File: src/rtl/matmul_sequencer.sv
// Sequences one C = A x B job: issues paired A/B reads, accumulates products, writes each C element.
// Latency: M+2 cycles per C element; done pulse one cycle after the last write (N*P*(M+2)+1 after accept).
// Backpressure: ready_out is high only when idle; requests arriving while busy are ignored, not queued.
module matmul_sequencer #(
    parameter int ADDR_WIDTH = 12,
    parameter int DATA_WIDTH = 32,
    parameter int DIM_WIDTH  = 4
) (
    input  logic                  clk,
    input  logic                  rst,
    input  logic                  valid_in,
    output logic                  ready_out,
    input  logic [ADDR_WIDTH-1:0] matrix_a_addr,
    input  logic [ADDR_WIDTH-1:0] matrix_b_addr,
    input  logic [ADDR_WIDTH-1:0] matrix_c_addr,
    input  logic [DIM_WIDTH-1:0]  N,
    input  logic [DIM_WIDTH-1:0]  M,
    input  logic [DIM_WIDTH-1:0]  P,
    output logic                  a_rd_en,
    output logic [ADDR_WIDTH-1:0] a_rd_addr,
    input  logic [DATA_WIDTH-1:0] a_rd_data,
    output logic                  b_rd_en,
    output logic [ADDR_WIDTH-1:0] b_rd_addr,
    input  logic [DATA_WIDTH-1:0] b_rd_data,
    output logic                  c_wr_en,
    output logic [ADDR_WIDTH-1:0] c_wr_addr,
    output logic [DATA_WIDTH-1:0] result_out,
    output logic                  valid_out,
    output logic                  err_out
);

    typedef enum logic [2:0] {
        S_IDLE,
        S_ZERO,
        S_READ,
        S_LAST,
        S_WRITE,
        S_DONE
    } state_t;

    localparam logic [DIM_WIDTH-1:0]  DIM_ONE  = DIM_WIDTH'(1);
    localparam logic [ADDR_WIDTH-1:0] ADDR_ONE = ADDR_WIDTH'(1);

    state_t state, state_nxt;

    // Captured descriptor and loop counters.
    logic [DIM_WIDTH-1:0]  n_q, m_q, p_q;
    logic [DIM_WIDTH-1:0]  i_q, j_q, k_q;

    // Running address pointers replace i*M / k*P multiplies:
    // a_row = A + i*M, b_col = B + j, b_ptr = B + k*P + j, c_ptr = C + i*P + j.
    logic [ADDR_WIDTH-1:0] a_row, b_base, b_col, b_ptr, c_ptr;

    logic [DATA_WIDTH-1:0] acc, res_q, prod;

    logic accept, dim_zero, k_last, j_last, i_last;
    logic [ADDR_WIDTH-1:0] k_ext, m_ext, p_ext;

    assign accept   = valid_in && (state == S_IDLE);
    assign dim_zero = (N == '0) || (M == '0) || (P == '0);
    assign k_last   = (k_q == m_q - DIM_ONE);
    assign j_last   = (j_q == p_q - DIM_ONE);
    assign i_last   = (i_q == n_q - DIM_ONE);
    assign k_ext    = ADDR_WIDTH'(k_q);
    assign m_ext    = ADDR_WIDTH'(m_q);
    assign p_ext    = ADDR_WIDTH'(p_q);
    // Low DATA_WIDTH bits of the product; the accumulator wraps silently.
    assign prod     = a_rd_data * b_rd_data;

    // State register; reset abandons any job in flight.
    always_ff @(posedge clk or posedge rst) begin
        if (rst) state <= S_IDLE;
        else     state <= state_nxt;
    end

    // Next-state selection.
    always_comb begin
        state_nxt = state;
        case (state)
            S_IDLE:  if (accept) state_nxt = dim_zero ? S_ZERO : S_READ;
            S_ZERO:  state_nxt = S_IDLE;
            S_READ:  if (k_last) state_nxt = S_LAST;
            S_LAST:  state_nxt = S_WRITE;
            S_WRITE: state_nxt = (i_last && j_last) ? S_DONE : S_READ;
            S_DONE:  state_nxt = S_IDLE;
            default: state_nxt = S_IDLE;
        endcase
    end

    // Moore outputs; addresses are forced to zero whenever their strobe is low.
    always_comb begin
        ready_out  = 1'b0;
        a_rd_en    = 1'b0;
        b_rd_en    = 1'b0;
        a_rd_addr  = '0;
        b_rd_addr  = '0;
        c_wr_en    = 1'b0;
        c_wr_addr  = '0;
        result_out = res_q;
        valid_out  = 1'b0;
        err_out    = 1'b0;
        case (state)
            S_IDLE: ready_out = 1'b1;
            S_ZERO: begin
                valid_out = 1'b1;
                err_out   = 1'b1;
            end
            S_READ: begin
                a_rd_en   = 1'b1;
                b_rd_en   = 1'b1;
                a_rd_addr = a_row + k_ext;
                b_rd_addr = b_ptr;
            end
            S_WRITE: begin
                c_wr_en    = 1'b1;
                c_wr_addr  = c_ptr;
                result_out = acc;
            end
            S_DONE: valid_out = 1'b1;
            default: ;
        endcase
    end

    // Descriptor capture, loop counters, pointers and multiply-accumulate.
    always_ff @(posedge clk or posedge rst) begin
        if (rst) begin
            n_q    <= '0;
            m_q    <= '0;
            p_q    <= '0;
            i_q    <= '0;
            j_q    <= '0;
            k_q    <= '0;
            a_row  <= '0;
            b_base <= '0;
            b_col  <= '0;
            b_ptr  <= '0;
            c_ptr  <= '0;
            acc    <= '0;
            res_q  <= '0;
        end else begin
            case (state)
                S_IDLE: begin
                    if (accept) begin
                        n_q    <= N;
                        m_q    <= M;
                        p_q    <= P;
                        i_q    <= '0;
                        j_q    <= '0;
                        k_q    <= '0;
                        a_row  <= matrix_a_addr;
                        b_base <= matrix_b_addr;
                        b_col  <= matrix_b_addr;
                        b_ptr  <= matrix_b_addr;
                        c_ptr  <= matrix_c_addr;
                    end
                end
                S_READ: begin
                    k_q   <= k_last ? '0 : k_q + DIM_ONE;
                    b_ptr <= b_ptr + p_ext;
                    // Data for issue k arrives during issue k+1; k=0 starts a fresh sum.
                    if (k_q == '0) acc <= '0;
                    else           acc <= acc + prod;
                end
                S_LAST: acc <= acc + prod;
                S_WRITE: begin
                    res_q <= acc;
                    c_ptr <= c_ptr + ADDR_ONE;
                    if (j_last) begin
                        j_q   <= '0;
                        i_q   <= i_q + DIM_ONE;
                        a_row <= a_row + m_ext;
                        b_col <= b_base;
                        b_ptr <= b_base;
                    end else begin
                        j_q   <= j_q + DIM_ONE;
                        b_col <= b_col + ADDR_ONE;
                        b_ptr <= b_col + ADDR_ONE;
                    end
                end
                default: ;
            endcase
        end
    end

endmodule

File: config.mk
export PLATFORM = sky130hd
export DESIGN_NAME = matmul_sequencer
export DESIGN_NICKNAME = d
export VERILOG_FILES = /design/src/rtl/matmul_sequencer.sv
export SDC_FILE = /design/constraint.sdc
export NUM_CORES = 2
export LEC_CHECK = 0
export CORE_ASPECT_RATIO = 0.7
export CORE_MARGIN = 3
export CORE_UTILIZATION = 60
export CTS_CLUSTER_SIZE = 40
export DETAILED_ROUTE_END_ITERATION = 10
export PLACE_DENSITY = 0.82
export REMOVE_ABC_BUFFERS = 1
export SYNTH_ARGS = -nofsm -noshare
export SYNTH_HDL_FRONTEND = slang
export SYNTH_SLANG_ARGS = --single-unit
File: constraint.sdc
create_clock -name clk -period 8.01 [get_ports clk]
set_clock_uncertainty 0.15 [all_clocks]
set_input_delay 1.602 -clock clk [delete_from_list [all_inputs] [get_ports clk]]
set_output_delay 1.602 -clock clk [all_outputs]
set_load 0.02 [all_outputs]
# Word-level counts from Yosys, hierarchy flattened
# Cells that the tools add are included.
# totals
in_bits,115
out_inout_bits,74
register_bits,151
# classes
eq_ne,11
n_mux,32
add_sub_neg,12
n_reduce_logical,20
multipliers,1
# ops
cell,n
$mux W12,8
$pmux W12 S2,3
$mux W32,2
$pmux W32 S2,1
$add A12 B4 Y12,3
$pmux W12 S3,1
$add A32 B32 Y32,1
$mul A32 B32 Y32,1
$add A12 B1 Y12 const B,2
$pmux W4 S2,3
$logic_not A4 Y1,4
$mux W4,4
$add A4 B1 Y4 const B,3
$eq A4 B4 Y1,3
$pmux W3 S4,1
$sub A4 B1 Y4 const B,3
$reduce_and A2 Y1,5
$mux W3,3
$eq A3 B2 Y1 const B,2
$eq A3 B3 Y1 const B,2
$ne A2 B2 Y1 const B,3
$reduce_bool A2 Y1,3
$mux W1,5
$eq A3 B1 Y1 const B,1
other kinds (7),9

# Logic depth before layout (Yosys ltp)
# logic_depth
ltp_word,6
depth_mapped,29
mapped_depth_nobuf,27

# Worst setup path before layout
# OpenSTA, ideal clock, no wires.
# synth_timing
kind,input port to flip-flop
startpoint,in a_rd_data[12]
endpoint,reg acc[30]
t_arrival_ns,8.254
path_buffers,2
stages,27
setup_time_ns,0.141
required_time_ns,7.719
setup_slack_ns,-0.536
cell_sequence,clkbuf_1 clkbuf_1 and2_1 fa_1 fa_1 fa_1 inv_1 fa_1 inv_1 fa_1 inv_1 fa_1 inv_1 fa_1 inv_1 fa_1 inv_1 ha_1 nor3_1 nor2_1 a32o_1 a311o_1 a21o_1 a311oi_2 o21ai_1 xnor2_1 o22ai_1
# synth_via
elab_chain_len,4
# synth_lines
element,line_no,text
from (decl),21,"input logic [DATA_WIDTH-1:0] a_rd_data,"
$mul A32 B32 Y32 *,68,assign prod = a_rd_data * b_rd_data;
$add A32 B32 Y32 *,"162, 164",
$mux W32,161,if (k_q == '0) acc <= '0;
$pmux W32 S2 *,141,case (state)
to (signal assigned),162,else acc <= acc + prod;
to (signal assigned),164,S_LAST: acc <= acc + prod;
to (decl),54,"logic [DATA_WIDTH-1:0] acc, res_q, prod;"
# Every way passes the cells marked *; elsewhere a longest branch is shown, timed or not.
# A chain may end at the register's enable or synchronous reset.

# Worst setup path in the final report
# layout_timing
startpoint,in b_rd_data[10]
endpoint,reg acc[30]
# layout_via
elab_chain_len,4
# layout_lines
element,line_no,text
from (decl),24,"input logic [DATA_WIDTH-1:0] b_rd_data,"
$mul A32 B32 Y32 *,68,
$add A32 B32 Y32 *,"162, 164",
$mux W32,161,
$pmux W32 S2 *,141,
# Marks and branches as above.

==> out/qor.txt <==
Status - complete, but fails checks
Failing checks - setup timing
Leading cell type in the layout, fill and taps excluded - inv_1
Fin area - 29100 um^2
RSZ-0062 raised after global routing - yes
Pre-CTS setup slack - -1.21 ns
Ys Warns - 0
Tmin final - 8.39 ns
Tcrit/Tclk final - 105%
Row count - 60
Register area - 3780 um^2
# DRC - 0
Nets - 3714
Crit Path Class - in -> reg
Worst setup EP type - flop
GRT Util Overall - 34.2%
Final hold viol count - 0
Starting DRC count in detailed routing - 1841
# port buffers - 188
Placed Area - 27900 um^2
Share of layout cells above drive strength 1 - 12.4%
Max-slew violations - 0
Synth cell types - 56
Max cap viols - 0
CP top delay family - adder cells
Synth Instances - 2708
Avg Inst Size Synth - 8.95 um^2
Mapped cell area - 24200 um^2
Reg2Reg Launch Point - acc[18]$_DFFE_PP0P_
Layout area overhead - 20.2%
Rel. slew slack - 32.2%
Fin Setup TNS - -1.27 ns
Global-route wire length before repair - 115000 um
DIE AREA - 42900 um^2
Antenna cells - 0
Most used cell, CP - fa_1
Top-Level Pins - 189
CP startpoint kind - input port
Min-delay src - res_q[0]$_DFF_PP0_
Post-synth EDFFs - 0
Fill count - 2720
Hold Crit Class - reg -> reg
R2R Setup Slk - 0.79 ns
Crit Path Max Fanout - 8
Pin count of the biggest net entering global routing - 97
Clock root buffer - clkbuf_16
RePlAce Congestion - 0.962
# setup viols final - 7
Remaining Overflow, GRT - 0
Launching element of the worst setup path - b_rd_data[10]
WL final - 70900 um
Worst path bufs/invs - 7
Die X - 246 um
Top_reg_cell synth - dfrtp_1
Required time worst endpoint - 8.13 ns
Hold buffers post-CTS - 0
CTS sink cnt - 151
Critical path's largest stage delay - 0.55 ns
DR vias - 20100
CTS tree - yes
Slowest cell on the critical path - fa_1
Htree depth - 4
Reg clk slew, reported paths - 0.06 ns
Asr flop ratio synth - 100%
Multi-input gate area - 18400 um^2
Die H - 174 um
DPL Wire Length - 56900 um
DRT antenna net count - 0
Routed wire per std cell - 20.0 um
CORE AREA - 39100 um^2
Final WS setup - -0.381 ns
Synthesized flop and latch total - 151
Fmax - 0.119 GHz
Initial Util - 62.0%
Initial antenna violation count - 1
Number of CTS-inserted buffers - 17
Worst Path Arrival - 8.51 ns
Slew @ Worst Pin - 1.02 ns
Post-DR vias/cell - 5.66
Sequential element share of the synthesized area - 15.6%
Commonest non-fill, non-tap cells in the layout - inv_1, fa_1, nand2_1
Drt first pass iters - 6
Clock Latency Late Sink - 0.44 ns
Clk buf depth - 2
Number of global-route vias before repair - 21400
==> stage by stage <==
| stage | utilization (%) | std cells | hold WS [ns] |
|---|---|---|---|
| 2_1_floorplan | - | 2576 | 0.295 |
| 3_3_place_gp | 71.4 | 3491 | 0.306 |
| 3_5_place_dp | 71.4 | 3491 | 0.311 |
| 4_1_cts | 74.2 | 3549 | 0.325 |
| 6_report | 74.5 | 3550 | 0.322 |
| 5_1_grt | 74.5 | 3550 | 0.360 |
==> sequential cells by signal (all words and copies together), names as in the netlist <==
name	flops
a_row	12
acc	32
b_base	12
b_col	12
b_ptr	12
c_ptr	12
i_q	4
j_q	4
k_q	4
m_q	4
n_q	4
p_q	4
res_q	32
state	3
==> layout make-up <==
cell class / count / area share (%)
clock buffers: 20 / 1.57
clock inverters: 9 / 0.434
inverters: 518 / 6.69
multi-input cells: 1907 / 63.0
flip-flops and latches: 151 / 13.0
well taps: 527 / 2.26
repair buffers: 418 / 13.1
==> layer usage <==
metal / part of all wire, % / up-vias / global-route usage [%] / routed length, um
li1: - / 8782 / - / -
met1: 41 / 10100 / 49.2 / 29300
met2: 46 / 1029 / 52.7 / 32600
met3: 10 / 146 / 7.99 / 7090
met4: 2.6 / 2 / 8.60 / 1840
met5: 0.018 / - / 0 / 13
==> worst reg2reg max path, cell delays in order (launching register included) <==
cell      delay [ns]
dfrtp_1         0.43
fa_1            0.62
fa_1            0.45
fa_1            0.51
inv_2           0.04
fa_1            0.47
inv_1           0.05
fa_1            0.48
inv_1           0.05
fa_1            0.49
inv_2           0.04
fa_1            0.55
inv_1           0.05
fa_1            0.50
inv_2           0.05
ha_4            0.24
nor3_1          0.28
nor2_1          0.12
a32o_1          0.26
a311o_1         0.31
a21o_1          0.20
a311oi_2        0.29
o21ai_1         0.13
xnor2_1         0.20
o22ai_1         0.09
==> Yosys cell counts (all sizes together) (8+ instances only) <==
master | instances | area [um^2]
inv | 518 | 1940
fa | 441 | 8830
nand2 | 399 | 1500
and2 | 343 | 2150
dfrtp | 151 | 3780
ha | 145 | 1810
clkbuf | 127 | 477
o21ai | 93 | 465
nor2 | 84 | 315
xnor2 | 81 | 709
a21oi | 66 | 330
xor2 | 42 | 368
o22ai | 23 | 144
nand3 | 22 | 110
a21o | 19 | 143
and3 | 17 | 106
nor3 | 15 | 75.1
a221oi | 14 | 123
a221o | 13 | 130
nor2b | 11 | 68.8
a211oi | 8 | 65.1
nand2b | 8 | 50.1
==> path summary, 6_finish.rpt <==
path / endpoint / cells after the start
min in group asynchronous: state[1]$_DFFE_PP0P_ / 2
hold reg to reg: res_q[0]$_DFF_PP0_ / 2
hold / removal: res_q[0]$_DFF_PP0_ / 2
setup reg to reg: acc[30]$_DFFE_PP0P_ / 24
max in group asynchronous: acc[5]$_DFFE_PP0P_ / 3
setup / recovery: acc[30]$_DFFE_PP0P_ / 26
==> kinds of logic (layout without fill, tap and decap cells) <==
logic type / count (synthesis) / count (layout) / share of synthesized area (%)
and+or+nand+nor: 918 / 918 / 18.6
buffers and inverters: 650 / 965 / 10.1
adders and majority gates: 586 / 586 / 43.9
AOI/OAI and AO/OA: 279 / 279 / 7.35
DFF: 151 / 151 / 15.6
xor gates and xnor gates: 123 / 123 / 4.44
muxes: 1 / 1 / 0.0413
==> timing repair <==
item	in CTS	in global routing
resized for setup	169	70
pin swaps	66	31
setup endpoints to repair	13	11
gates cloned	3	0
hold endpoints to repair	0	0
setup buffers	27	8
Power is left out: the tool's default activity adds up to more than one toggle a clock period on the data nets, which glitch-free logic cannot reach.
